$ cat src/rtl/game_pkg.sv
// Shared keyboard constants and decoded-key type for the falling-block game.
package game_pkg;

  localparam int unsigned KEYCODE_W = 8;
  localparam int unsigned CNT_W     = 8;

  localparam logic [KEYCODE_W-1:0] KC_NONE   = 8'h00;
  localparam logic [KEYCODE_W-1:0] KC_LEFT   = 8'h04;
  localparam logic [KEYCODE_W-1:0] KC_RIGHT  = 8'h07;
  localparam logic [KEYCODE_W-1:0] KC_ROTATE = 8'h1A;
  localparam logic [KEYCODE_W-1:0] KC_DOWN   = 8'h16;

  typedef enum logic [2:0] {
    KEY_NONE,
    KEY_LEFT,
    KEY_RIGHT,
    KEY_ROTATE,
    KEY_DOWN
  } key_t;

  // Unrecognised keycodes collapse to KEY_NONE.
  function automatic key_t decode_key(input logic [KEYCODE_W-1:0] code);
    key_t k;
    case (code)
      KC_NONE:   k = KEY_NONE;
      KC_LEFT:   k = KEY_LEFT;
      KC_RIGHT:  k = KEY_RIGHT;
      KC_ROTATE: k = KEY_ROTATE;
      KC_DOWN:   k = KEY_DOWN;
      default:   k = KEY_NONE;
    endcase
    return k;
  endfunction

  function automatic logic is_move(input key_t k);
    return (k == KEY_LEFT) || (k == KEY_RIGHT);
  endfunction

endpackage

$ cat src/rtl/gravity_timer.sv
// Free-running frame counter that pulses tick once every `period` frames.
module gravity_timer
  import game_pkg::*;
(
  input  logic             frame_clk,
  input  logic             Reset,
  input  logic             enable,
  input  logic [CNT_W-1:0] period,
  output logic             tick
);

  logic [CNT_W-1:0] count;
  logic             at_end_c;

  // A shrinking period can leave count past the new end; fire and wrap at once.
  assign at_end_c = (period <= CNT_W'(1)) || (count >= (period - CNT_W'(1)));

  always_ff @(posedge frame_clk or posedge Reset) begin
    if (Reset) begin
      count <= '0;
      tick  <= 1'b0;
    end else if (!enable) begin
      count <= '0;
      tick  <= 1'b0;
    end else if (at_end_c) begin
      count <= '0;
      tick  <= 1'b1;
    end else begin
      count <= count + CNT_W'(1);
      tick  <= 1'b0;
    end
  end

endmodule

$ cat src/rtl/key_cmd_gen.sv
// Turns a held USB HID keycode into move/rotate pulses with delayed auto-repeat,
// plus gravity ticks whose rate speeds up while soft drop is held.
module key_cmd_gen
  import game_pkg::*;
#(
  parameter int unsigned DAS_DELAY        = 16,
  parameter int unsigned ARR_PERIOD       = 4,
  parameter int unsigned GRAVITY_PERIOD   = 50,
  parameter int unsigned SOFT_DROP_PERIOD = 3
) (
  input  logic                 frame_clk,
  input  logic                 Reset,
  input  logic [KEYCODE_W-1:0] keycode,
  input  logic                 enable,
  output logic                 move_left,
  output logic                 move_right,
  output logic                 rotate,
  output logic                 gravity_tick,
  output logic                 soft_drop
);

  localparam logic [CNT_W-1:0] DAS_LAST = CNT_W'(DAS_DELAY - 1);
  localparam logic [CNT_W-1:0] ARR_LAST = CNT_W'(ARR_PERIOD - 1);

  typedef enum logic [1:0] {
    IDLE,
    DELAY,
    REPEAT
  } move_state_t;

  move_state_t      state;
  key_t             prev_key;
  logic [CNT_W-1:0] frame_cnt;

  key_t             key_c;
  logic             down_c;
  logic [CNT_W-1:0] grav_period_c;

  assign key_c         = decode_key(keycode);
  assign down_c        = enable && (key_c == KEY_DOWN);
  assign grav_period_c = down_c ? CNT_W'(SOFT_DROP_PERIOD) : CNT_W'(GRAVITY_PERIOD);

  gravity_timer u_gravity_timer (
    .frame_clk (frame_clk),
    .Reset     (Reset),
    .enable    (enable),
    .period    (grav_period_c),
    .tick      (gravity_tick)
  );

  always_ff @(posedge frame_clk or posedge Reset) begin
    if (Reset) begin
      state      <= IDLE;
      prev_key   <= KEY_NONE;
      frame_cnt  <= '0;
      move_left  <= 1'b0;
      move_right <= 1'b0;
      rotate     <= 1'b0;
      soft_drop  <= 1'b0;
    end else begin
      move_left  <= 1'b0;
      move_right <= 1'b0;
      rotate     <= 1'b0;
      soft_drop  <= down_c;

      // Forgetting the previous key makes a key held across enable a fresh press.
      if (!enable) begin
        state     <= IDLE;
        prev_key  <= KEY_NONE;
        frame_cnt <= '0;
      end else begin
        prev_key <= key_c;
        rotate   <= (key_c == KEY_ROTATE) && (prev_key != KEY_ROTATE);

        if (is_move(key_c) && (key_c != prev_key)) begin
          move_left  <= (key_c == KEY_LEFT);
          move_right <= (key_c == KEY_RIGHT);
          frame_cnt  <= '0;
          state      <= DELAY;
        end else if (!is_move(key_c)) begin
          frame_cnt <= '0;
          state     <= IDLE;
        end else begin
          case (state)
            DELAY: begin
              if (frame_cnt >= DAS_LAST) begin
                move_left  <= (key_c == KEY_LEFT);
                move_right <= (key_c == KEY_RIGHT);
                frame_cnt  <= '0;
                state      <= REPEAT;
              end else begin
                frame_cnt <= frame_cnt + CNT_W'(1);
              end
            end
            REPEAT: begin
              if (frame_cnt >= ARR_LAST) begin
                move_left  <= (key_c == KEY_LEFT);
                move_right <= (key_c == KEY_RIGHT);
                frame_cnt  <= '0;
              end else begin
                frame_cnt <= frame_cnt + CNT_W'(1);
              end
            end
            default: begin
              frame_cnt <= '0;
              state     <= IDLE;
            end
          endcase
        end
      end
    end
  end

endmodule
$ cat config.mk
export PLATFORM = sky130hd
export DESIGN_NAME = key_cmd_gen
export DESIGN_NICKNAME = d
export VERILOG_FILES = /design/src/rtl/game_pkg.sv /design/src/rtl/gravity_timer.sv /design/src/rtl/key_cmd_gen.sv
export SDC_FILE = /design/constraint.sdc
export NUM_CORES = 1
export LEC_CHECK = 0
export BUFFER_PORTS_ARGS = -buffer_cell sky130_fd_sc_hd__buf_2
export CAP_MARGIN = 0
export CORE_MARGIN = 3
export CORE_UTILIZATION = 40
export DETAILED_ROUTE_END_ITERATION = 7
export PLACE_DENSITY = 0.6
export RECOVER_POWER = 50
export SYNTH_ARGS = -nofsm -noshare
export SYNTH_HDL_FRONTEND = slang
export SYNTH_SLANG_ARGS = --single-unit
$ cat constraint.sdc
create_clock -name frame_clk -period 2.1 [get_ports frame_clk]
set_input_delay 0.105 -clock frame_clk [delete_from_list [all_inputs] [get_ports frame_clk]]
set_output_delay 0.105 -clock frame_clk [all_outputs]
set_load 0.01 [all_outputs]
# --- Yosys cells after proc, flatten, opt, wreduce, memory -nomap -nowiden ---
# Index checks and enable logic that the tools add are counted.
word_totals:
  output_inout_bits: 5
  ff_bits: 26
  in_bits: 11
  wordCells: 67
classes:
  n_addsub: 3
  n_mux: 31
  eq_ne: 14
  n_reduce_logical: 6
  magnitude_cmp: 4
op_table:
  columns: ["operator", "n"]
  rows:
  - ["8-bit two-way mux", 7]
  - ["8-bit by 1-bit adder with 8-bit output (second input constant)", 2]
  - ["8-bit by 3-bit == test with 1-bit output (second input constant)", 2]
  - ["8-bit by 5-bit == test with 1-bit output (second input constant)", 2]
  - ["8-bit case mux with 2 select lines", 1]
  - ["1-bit two-way mux", 13]
  - ["3-bit case mux with 4 select lines", 1]
  - ["8-bit by 2-bit >= comparator with 1-bit output (second input constant)", 1]
  - ["8-bit by 4-bit >= comparator with 1-bit output (second input constant)", 1]
  - ["8-bit >= comparator", 1]
  - ["2-bit two-way mux", 4]
  - ["6-bit by 1-bit subtractor with 7-bit output (second input constant)", 1]
  - ["3-bit by 2-bit == test with 1-bit output (second input constant)", 2]
  - ["6-bit by 1-bit less-or-equal comparator with 1-bit output (second input constant)", 1]
  - ["6-bit two-way mux", 1]
  - ["5-bit inequality test (second input constant)", 1]
  - ["4-bit inequality test (second input constant)", 1]
  - ["1-bit case mux with 2 select lines", 2]
  - ["2-bit case mux with 2 select lines", 1]
  - ["3-bit by 1-bit == test with 1-bit output (second input constant)", 1]
  - ["3-bit == test (second input constant)", 1]
  - ["1-bit logical AND", 3]
  - ["3-bit two-way mux", 1]
  - ["3-bit by 2-bit inequality test with 1-bit output (second input constant)", 1]
  - ["other kinds (5)", 6]

# --- Depth between registers and ports, before layout ---
# Gate-level depths: netlist (run 1).
logic_depth:
  ltp_word: 10
  mapped_depth: 11
  ltp_nobuf: 11

# --- Hierarchy ---
# From an unflattened synthesis (run 1), not the netlist that was laid out.
unflattened:
  hier_cells: 163
  area_unflattened_um2: 1640.3
by_module_without_submodules:
  columns: ["module", "area_each_um2", "n_inst", "cells_per_inst"]
  rows:
  - ["key_cmd_gen", 928.4, 1, 88]
  - ["gravity_timer", 711.9, 1, 75]

# --- Worst setup path after synthesis (run 1) ---
# OpenSTA, ideal clock, no wires.
synth_path:
  path_kind: "input -> register"
  startpoint: "input keycode[0]"
  endpoint: "register u_gravity_timer.count[2]"
  required_ps: 2028
  cell_stages: 11
  t_arrival_ps: 2596
  n_path_buf: 0
  setup_slack_ps: -567
  path_cell_list: "nor4_1 > nand2_1 > nor2_1 > inv_1 > ha_1 > nand2b_1 > a2111o_1 > a21o_1 > a2111oi_4 > nand2_2 > nor2_1"
synth_via:
  elab_chain_len: 10
  word_cells_on_any_way: 14
  cone_classes: "add/sub (1); order compare (2); eq/ne (5); mux (4); reduce/logical (2)"
synth_rtl:
  columns: ["element", "line_no", "rtl"]
  rows:
  - ["start: declaration", "key_cmd_gen.sv:13", "input logic [KEYCODE_W-1:0] keycode,"]
  - ["8-bit by 5-bit == test with 1-bit output or 8-bit by 3-bit == test with 1-bit output (tied branches)", "game_pkg.sv:24", "case (code)"]
  - ["3-bit case mux with 4 select lines (*)", "game_pkg.sv:24", null]
  - ["3-bit == test (*)", "key_cmd_gen.sv:40", "assign down_c = enable && (key_c == KEY_DOWN);"]
  - ["1-bit logical AND (*)", "key_cmd_gen.sv:40", null]
  - ["via down_c", "key_cmd_gen.sv:36", "logic down_c;"]
  - ["6-bit two-way mux (*)", "key_cmd_gen.sv:41", "assign grav_period_c = down_c ? CNT_W'(SOFT_DROP_PERIOD) : CNT_W'(GRAVITY_PERIOD);"]
  - ["6-bit by 1-bit subtractor with 7-bit output", "gravity_timer.sv:16", "assign at_end_c = (period <= CNT_W'(1)) || (count >= (period - CNT_W'(1)));"]
  - ["8-bit >= comparator", "gravity_timer.sv:16", null]
  - ["1-bit logical OR (*)", "gravity_timer.sv:16", null]
  - ["8-bit two-way mux (*)", "gravity_timer.sv:25", "end else if (at_end_c) begin"]
  - ["8-bit two-way mux (*)", "gravity_timer.sv:22", "end else if (!enable) begin"]
  - ["end signal: assignment", "gravity_timer.sv:29", "count <= count + CNT_W'(1);"]
  - ["end: declaration", "gravity_timer.sv:12", "logic [CNT_W-1:0] count;"]
# Mark *: on every way through the listed nets, which the timed path passes. The rest lies on a longest branch.
# A chain may end at the register's enable or synchronous reset.

# --- Worst setup path in the final report (run 1) ---
layout_path:
  startpoint: "input keycode[0]"
  endpoint: "register u_gravity_timer.count[5]"
# The elaborated chain is that of the path after synthesis.

==> metrics.cfg, run 1 <==
[pwr]
p_leak_nw = 0.835
ir_drop_uv = 480
cellPowerDensity_mw_per_mm2 = 536

[clocking]
clock_latency_ns = 0.31
clkTransAtPathRegs_ns = 0.14
cts.sinks = 26
clk_path_buf_depth = 2
root_buffer = clkbuf_4
htreeDepth = 1
cts_made_buffers = 3
tritoncts = built

[drt]
post_drt_wl_per_cell_um = 13.4
vias_per_cell = 4.99
ant_nets = 0
vias = 1058
drt-pass1-iter-count = 4
detail_route.wirelength_mm = 2.85
drtIter0Drc = 64
drc_errors = 0

[floorplan]
die-area_mm2 = 0.00400
die_height_um = 63.3
rows = 20
num_io_pins = 16
die_w_um = 63.3
initial_core_util_pct = 42.3
core_mm2 = 0.00310

[synthesis]
synth_warnings = 0
postSynthAreaPerCell_um2 = 10.8
synth_enable_flop_cells = 0
synth_area_leaders = dfrtp_1, ha_1, nor2_1
async_reset_ff_share_pct = 100
synth.yosys.seq_area_share_pct = 49.6
synth_top_area_cell = dfrtp_1
ys.flop_type = dfrtp_1
synth_area_mm2 = 0.00131
netlist_instances = 121
yosys_register_bits = 26
synth_top_area_share_pct = 49.6
yosysUniqueCellTypes = 34

[final_layout]
syn_to_final_growth_pct = 34.3
fin_util_pct = 56.8
final_common_cell = dfrtp_1
finish.net_count = 188
fin_area_mm2 = 0.00176
final_cells = 212
mostFrequentLayoutCells = dfrtp_1, buf_4, nor2_1, buf_2
antenna_cells = 0
drive_gt1_share_pct = 32.7

[placed_design]
place_congestion = 0.811
place_inst = 195
place_area_mm2 = 0.00156
hpwl_mm = 1.98
io_buffers = 15

[global_route]
grt_max_degree = 27
track_usage_pct = 16.0
grt_pass1_vias = 1141
antenna_found_initial = 0
grt_pass1_wl_mm = 5.04
grt_overflow = 0

[sta]
setup_violations = 6
fin_skew_ns = 0.000908
max_freq_mhz = 468
fin_crit_ns = 2.14
slew_viol_final = 0
fin_ws_ns = -0.0361
worst_pin_slew_ns = 1.42
max-slew-margin-rel_pct = 5.33
hold_violations = 0
period_share_pct = 102
setup_tns_ns = -0.148
rsz0062_at_grt = yes

[worst_setup_path]
cp.required_ns = 2.36
worst_r2r_path_depth = 8
critPathKind = input pin to flip-flop
worstSetupEndpointType = flip-flop
arrival_ns = 2.40
cp_max_fo = 6
r2r_start = u_gravity_timer.count[0]
crit_path_start_kind = input pin
setup.worst_path.start = keycode[0]

[min_path]
hold_depth = 3
hp-class = input pin to flip-flop
min-delay-start = keycode[0]

[run]
drv_cap = 0

[status]
violations = negative setup slack
status = finished with violations

-- metrics by stage --
stage | setup WS, ns | power [mW] | hold WS [ns]
6_report | -0.0361 | 0.945 | 0.0514
5_1_grt | -0.159 | 0.991 | 0.0455
4_1_cts | 0.00482 | 0.957 | 0.0409
3_5_place_dp | -0.503 | 0.597 | 0.178
3_3_place_gp | -0.386 | 0.595 | 0.171
2_1_floorplan | -0.235 | 0.556 | 0.145
-- layout make-up --
type | instances | area, um^2
sequential | 26 | 651
inverter | 7 | 26.3
clock inverter | 1 | 30.0
multi-input combinational | 92 | 708
timing repair buffer | 39 | 270
fill | 290 | 1340
tap | 44 | 55.1
clock buffer | 3 | 22.5
-- synth_stat cells (all sizes together) (2+ instances only) --
master	instances
and4bb	2
nand2	6
a21oi	4
nor2	17
nor2b	2
inv	7
xnor2	5
a31oi	3
nor3	4
ha	8
dfrtp	26
nand2b	2
a21o	2
nor3b	3
nand3	5
xor2	5
and3	4
nand4b	2
o21ai	2
-- state kept, by name (all words and copies together), names as in the netlist --
register and flops:
frame_cnt 8, u_gravity_timer.count 8, prev_key 3, state 2, move_left 1, move_right 1, rotate 1, soft_drop 1
u_gravity_timer.tick 1
-- path summary, 6_finish.rpt --
path	endpoint	slack, ns
setup reg to reg	u_gravity_timer.count[5]	0.04
min in group asynchronous	frame_cnt[1]	0.79
setup / recovery	u_gravity_timer.count[5]	-0.04
max in group asynchronous	u_gravity_timer.count[0]	0.49
hold / removal	move_left	0.05
hold reg to reg	frame_cnt[0]	0.49
-- critical path: stages --
cell and delay [ns]:
buf_8 0.10, nor4_4 0.30, nand2_1 0.14, nor2_2 0.16, inv_2 0.08, ha_4 0.21
nand2b_4 0.13, a2111o_1 0.36, a21o_1 0.19, a2111oi_4 0.35, nand2_2 0.16, nor2_1 0.12
-- timing repair --
| action | in CTS | in global routing |
|---|---|---|
| hold buffers | 1 | 0 |
| setup buffers | 12 | 1 |
| hold endpoints to repair | 26 | 0 |
| pin swaps | 3 | 3 |
| resized for setup | 7 | 4 |
| cloned | 0 | 0 |
| setup endpoints to repair | 8 | 9 |
-- routing by layer --
layer	track usage (%)	wire length, um
met4	6.47	42
met3	2.67	55
met2	30.3	1580
met1	17.6	1170
met5	0	0
-- power by group --
group,switching [mW],internal [mW],leakage (nW)
combinational,0.0457,0.0456,0.457
clock,0.148,0.193,0.0279
sequential,0.00372,0.508,0.350
total,0.198,0.747,0.835
-- logic make-up after synthesis --
kind of cell,Yosys count,share of synthesized area [%]
compound gates,17,11.3
xor+xnor,10,6.67
fa+ha+maj,8,7.63
buf+inv,7,2.00
flops,26,49.6
other cells,1,0.286
simple gates,52,22.5
Note: power is estimated with default switching activity, not from simulation.
==> run 2: changes to the inputs <==
- PLACE_DENSITY: 0.6 -> 0.71
==> run 2 against run 1 <==
Compared with the run above:
- the run still ends with negative setup slack left
- clock skew is 0.015 ns higher
- critical path depth stayed put
- die area stayed put
- largest cell class unchanged
- highest routed layer unchanged
==> metrics.cfg, run 2 (synthesized netlist as in run 1, its figures left out) <==
[drt]
drc_errors = 0
drt-pass1-iter-count = 4
drtIter0Drc = 25
detail_route.wirelength_mm = 2.66
vias = 1024
vias_per_cell = 4.95
post_drt_wl_per_cell_um = 12.9
ant_nets = 0

[status]
violations = negative setup slack
status = finished with violations

[clocking]
clkTransAtPathRegs_ns = 0.15
cts_made_buffers = 3
clk_path_buf_depth = 2
clock_latency_ns = 0.32
htreeDepth = 1
cts.sinks = 26
tritoncts = built
root_buffer = clkbuf_4

[final_layout]
fillers = 290
largestRegisters = frame_cnt: 8 flops, u_gravity_timer.count: 8 flops, prev_key: 3 flops
final_common_cell = dfrtp_1
finish.net_count = 183
antenna_cells = 0
fin_util_pct = 55.4
drive_gt1_share_pct = 30.7
mostFrequentLayoutCells = dfrtp_1, buf_4, nor2_1, buf_2, ha_1
syn_to_final_growth_pct = 30.9
final_cells = 207

[global_route]
grt_max_degree = 27
antenna_found_initial = 0
grt_pass1_wl_mm = 4.79
track_usage_pct = 15.2
grt_pass1_vias = 1053
grt_overflow = 0

[placed_design]
place_inst = 195
hpwl_mm = 1.99
io_buffers = 15
place_congestion = 0.799

[floorplan]
die_w_um = 63.3
die_height_um = 63.3
rows = 20
core_mm2 = 0.00310
initial_core_util_pct = 42.3
num_io_pins = 16
die-area_mm2 = 0.00400

[worst_setup_path]
crit_path_start_kind = input pin
arrival_ns = 2.38
cp_max_fo = 6
cp.required_ns = 2.36
worstSetupEndpointType = flip-flop
critPathKind = input pin to flip-flop

[sta]
setup_violations = 3
setup_tns_ns = -0.0537
max-slew-margin-rel_pct = 6.28
worst_pin_slew_ns = 1.41
rsz0062_at_grt = yes
hold_violations = 0
hold_ws_ns = 0.0643
max_freq_mhz = 472
fin_skew_ns = 0.0157
fin_crit_ns = 2.12
slew_viol_final = 0
fin_ws_ns = -0.0194
period_share_pct = 101

[pwr]
ir_drop_uv = 285
p_leak_nw = 0.819
cellPowerDensity_mw_per_mm2 = 544
power_uw = 935

[min_path]
hp-class = input pin to flip-flop

[run]
drv_cap = 0

==> run 2: layout make-up <==
type                            count  area [um^2]  area share [%]
Multi-Input combinational cell     92          701            40.8
Timing Repair Buffer               34          233            13.5
Clock buffer                        3         22.5            1.31
Tap cell                           44         55.1            3.20
Inverter                            7         26.3            1.53
Clock inverter                      1         30.0            1.75
Sequential cell                    26          651            37.9
==> run 2: final timing paths <==
| path | cells after the start | endpoint | slack [ns] | start |
|---|---|---|---|---|
| worst max-delay path | 12 | u_gravity_timer.count[4] | -0.02 | keycode[5] |
| worst min-delay path | 3 | move_left | 0.06 | keycode[0] |
| worst max register to register | 8 | u_gravity_timer.count[4] | 0.03 | u_gravity_timer.count[0] |
| worst min register to register | 1 | frame_cnt[0] | 0.49 | frame_cnt[0] |
| max in group asynchronous | 4 | frame_cnt[5] | 0.49 | Reset |
| min in group asynchronous | 4 | u_gravity_timer.tick | 0.78 | Reset |
==> run 2: timing repair <==
| action | CTS | global route |
|---|---|---|
| hold buffers | 1 | 0 |
| setup buffers | 7 | 1 |
| hold endpoints to repair | 26 | 0 |
| pin swaps | 8 | 6 |
| gates resized for setup | 8 | 1 |
| setup endpoints to repair | 8 | 8 |
==> run 2: critical path, stage by stage <==
cell and delay [ns]:
buf_8 0.10, nor4_4 0.28, nand2_1 0.12, nor2_2 0.14, inv_2 0.09, ha_4 0.21
nand2b_4 0.13, a2111o_1 0.36, a21o_1 0.21, a2111oi_4 0.35, nand2_2 0.15, nor2_1 0.14
==> run 2: power by group <==
group	internal, mW	switching [mW]	total [mW]
registers	0.508	0.00350	0.512
logic	0.0431	0.0438	0.0869
clock network	0.193	0.144	0.336
==> run 2: layer usage <==
| layer | share of wire, % | vias to the layer above | wire (um) | global-route usage [%] |
|---|---|---|---|---|
| li1 | - | 510 | - | - |
| met1 | 44 | 495 | 1190 | 19.0 |
| met2 | 51 | 17 | 1370 | 26.7 |
| met3 | 2.8 | 2 | 74 | 2.32 |
| met4 | 1.3 | 0 | 34 | 4.85 |
| met5 | 0 | - | 0 | 0 |
==> run 2: stage by stage <==
step                      cell area, um^2  setup WS, ns
after global placement               1560        -0.375
after CTS                            1720       -0.0121
after detailed placement             1560        -0.464
final                                1720       -0.0194
after floorplan                      1350        -0.235
after global routing                 1720        -0.180
==> run 3: changes to the inputs <==
- CORE_UTILIZATION: 40 -> 30
- PLACE_DENSITY: 0.71 -> 0.58
==> run 3 against run 2 <==
Compared with the run above:
- the run still ends with negative setup slack left
- global-route usage fell by 2.7 points
- utilization down 11 points
- total power up 10%
- maximum frequency fell by 5.1%
- combinational power rose by 14%
- design area is 6.1% higher
- sequential power about the same
- critical path type unchanged
- critical endpoint is now u_gravity_timer.count[6]
==> metrics.cfg, run 3 (synthesized netlist as in run 1, its figures left out) <==
[status]
status = finished with violations
violations = negative setup slack

[sta]
fin_skew_ns = 0.00333
hold_ws_ns = 0.109
fin_crit_ns = 2.23
period_share_pct = 106
rsz0062_at_grt = yes
slew_viol_final = 0
setup_violations = 8
fin_ws_ns = -0.132
max_freq_mhz = 448
hold_violations = 0

[drt]
wl_met3_um = 60
detail_route.wirelength_mm = 2.93
top_layer = met4
drt-pass1-iter-count = 6
drtIter0Drc = 36
m1WireLength_mm = 1.23
drc_errors = 0
routed-wl-met2_mm = 1.58
post_drt_wl_per_cell_um = 13.4
vias_per_cell = 4.81
ant_nets = 0
vias = 1054

[final_layout]
drive_gt1_share_pct = 36.7
multiInputGateArea_um2 = 721
largestRegisters = frame_cnt: 8 flops, u_gravity_timer.count: 8 flops, prev_key: 3 flops
syn_to_final_growth_pct = 38.9
fin_util_pct = 44.3
mostFrequentLayoutCells = dfrtp_1, buf_4, buf_2, nor2_1
antenna_cells = 0
finish.net_count = 189
final_common_cell = dfrtp_1
fillers = 391
seq_area_um2 = 651
final_cells = 219

[global_route]
grt_max_degree = 27
antenna_found_initial = 0
grt_overflow = 0
grt_pass1_vias = 1139
track_usage_pct = 12.5
grt_pass1_wl_mm = 5.08

[min_path]
min_to = move_left
hp-class = input pin to flip-flop
min-delay-start = keycode[0]
hold_depth = 3

[floorplan]
die-area_mm2 = 0.00520
core_mm2 = 0.00412
die_w_um = 72.1
rows = 23
initial_core_util_pct = 31.9
num_io_pins = 16
die_height_um = 72.1

[pwr]
ir_drop_uv = 296
power_mw = 1.03
p_leak_nw = 0.856
cellPowerDensity_mw_per_mm2 = 567

[clocking]
cts.sinks = 26
cts_made_buffers = 3
tritoncts = built
htreeDepth = 1
root_buffer = clkbuf_8
clk_path_buf_depth = 2
clkTransAtPathRegs_ns = 0.09
clock_latency_ns = 0.28

[worst_setup_path]
critPathKind = input pin to flip-flop
cp.required_ns = 2.31
worst_r2r_path_depth = 8
reg2reg_to = u_gravity_timer.count[6]
r2r_start = u_gravity_timer.count[0]
arrival_ns = 2.45
worstSetupEndpointType = flip-flop
rrSetupSlack_ns = -0.08
crit_path_start_kind = input pin
cp_max_fo = 6

[placed_design]
place_inst = 202
place_congestion = 0.789
hpwl_mm = 2.05
io_buffers = 15

[run]
drv_cap = 0

[run 3: cell count changes in the layout (fill, tap and decap cells not counted), moves of 3 or more]
cell	previous run	this run
buf_4	17	24
nor2_2	1	6
nor2_1	16	10
clkbuf_4	3	0
clkbuf_8	0	3
[run 3: how the worst max path moves through the flow]
stage / start / end / slack (ns)
2_1_floorplan: keycode[6] / u_gravity_timer.count[0] / -0.23
3_3_place_gp: keycode[6] / u_gravity_timer.count[0] / -0.33
3_5_place_dp: keycode[6] / u_gravity_timer.count[0] / -0.41
4_1_cts: keycode[6] / u_gravity_timer.count[5] / -0.09
5_1_grt: keycode[0] / u_gravity_timer.count[6] / -0.27
6_report: keycode[0] / u_gravity_timer.count[6] / -0.13
[run 3: where the power goes]
| group | leakage [nW] | switching [mW] | internal [mW] |
|---|---|---|---|
| Sequential | 0.350 | 0.00341 | 0.508 |
| Combinational | 0.470 | 0.0483 | 0.0509 |
| Clock | 0.0357 | 0.167 | 0.255 |
| Total | 0.856 | 0.219 | 0.814 |
[run 3: stage by stage]
| stage | setup slack, ns | TNS (ns) | area [um^2] |
|---|---|---|---|
| final | -0.132 | -0.887 | 1820 |
| after CTS | -0.0900 | -0.454 | 1760 |
| after floorplan | -0.235 | -1.67 | 1350 |
| after global placement | -0.335 | -2.35 | 1570 |
| after global routing | -0.273 | -1.94 | 1820 |
| after detailed placement | -0.413 | -3.12 | 1570 |
[run 3: repair_timing]
action                     CTS  global route
pin swaps                    3            13
resized for setup            6            14
hold buffers                 1             0
setup endpoints to repair    8             9
setup buffers               11             2
hold endpoints to repair    26             0
[run 3: area by class of cell]
| type | instances | share of cell area [%] |
|---|---|---|
| multi-input combinational | 92 | 39.5 |
| clock inverter | 1 | 1.65 |
| tap | 50 | 3.43 |
| inverter | 7 | 1.44 |
| timing repair buffer | 40 | 16.0 |
| sequential | 26 | 35.7 |
| clock buffer | 3 | 2.26 |
[run 3: worst max-delay path, stage by stage]
cell and delay [ns]:
buf_8 0.10, nor4_4 0.27, nand2_1 0.12, nor2_2 0.13
inv_2 0.08, ha_4 0.21, nand2b_4 0.13, a2111o_1 0.36
a21o_1 0.21, a2111oi_4 0.40, nand2_2 0.18, nor2_2 0.14
[run 3: routing by layer]
metal / track usage, % / vias to the layer above
met3: 3.05 / 4
li1: - / 518
met1: 14.1 / 522
met4: 5.85 / 0
met2: 22.1 / 10
met5: 0 / -
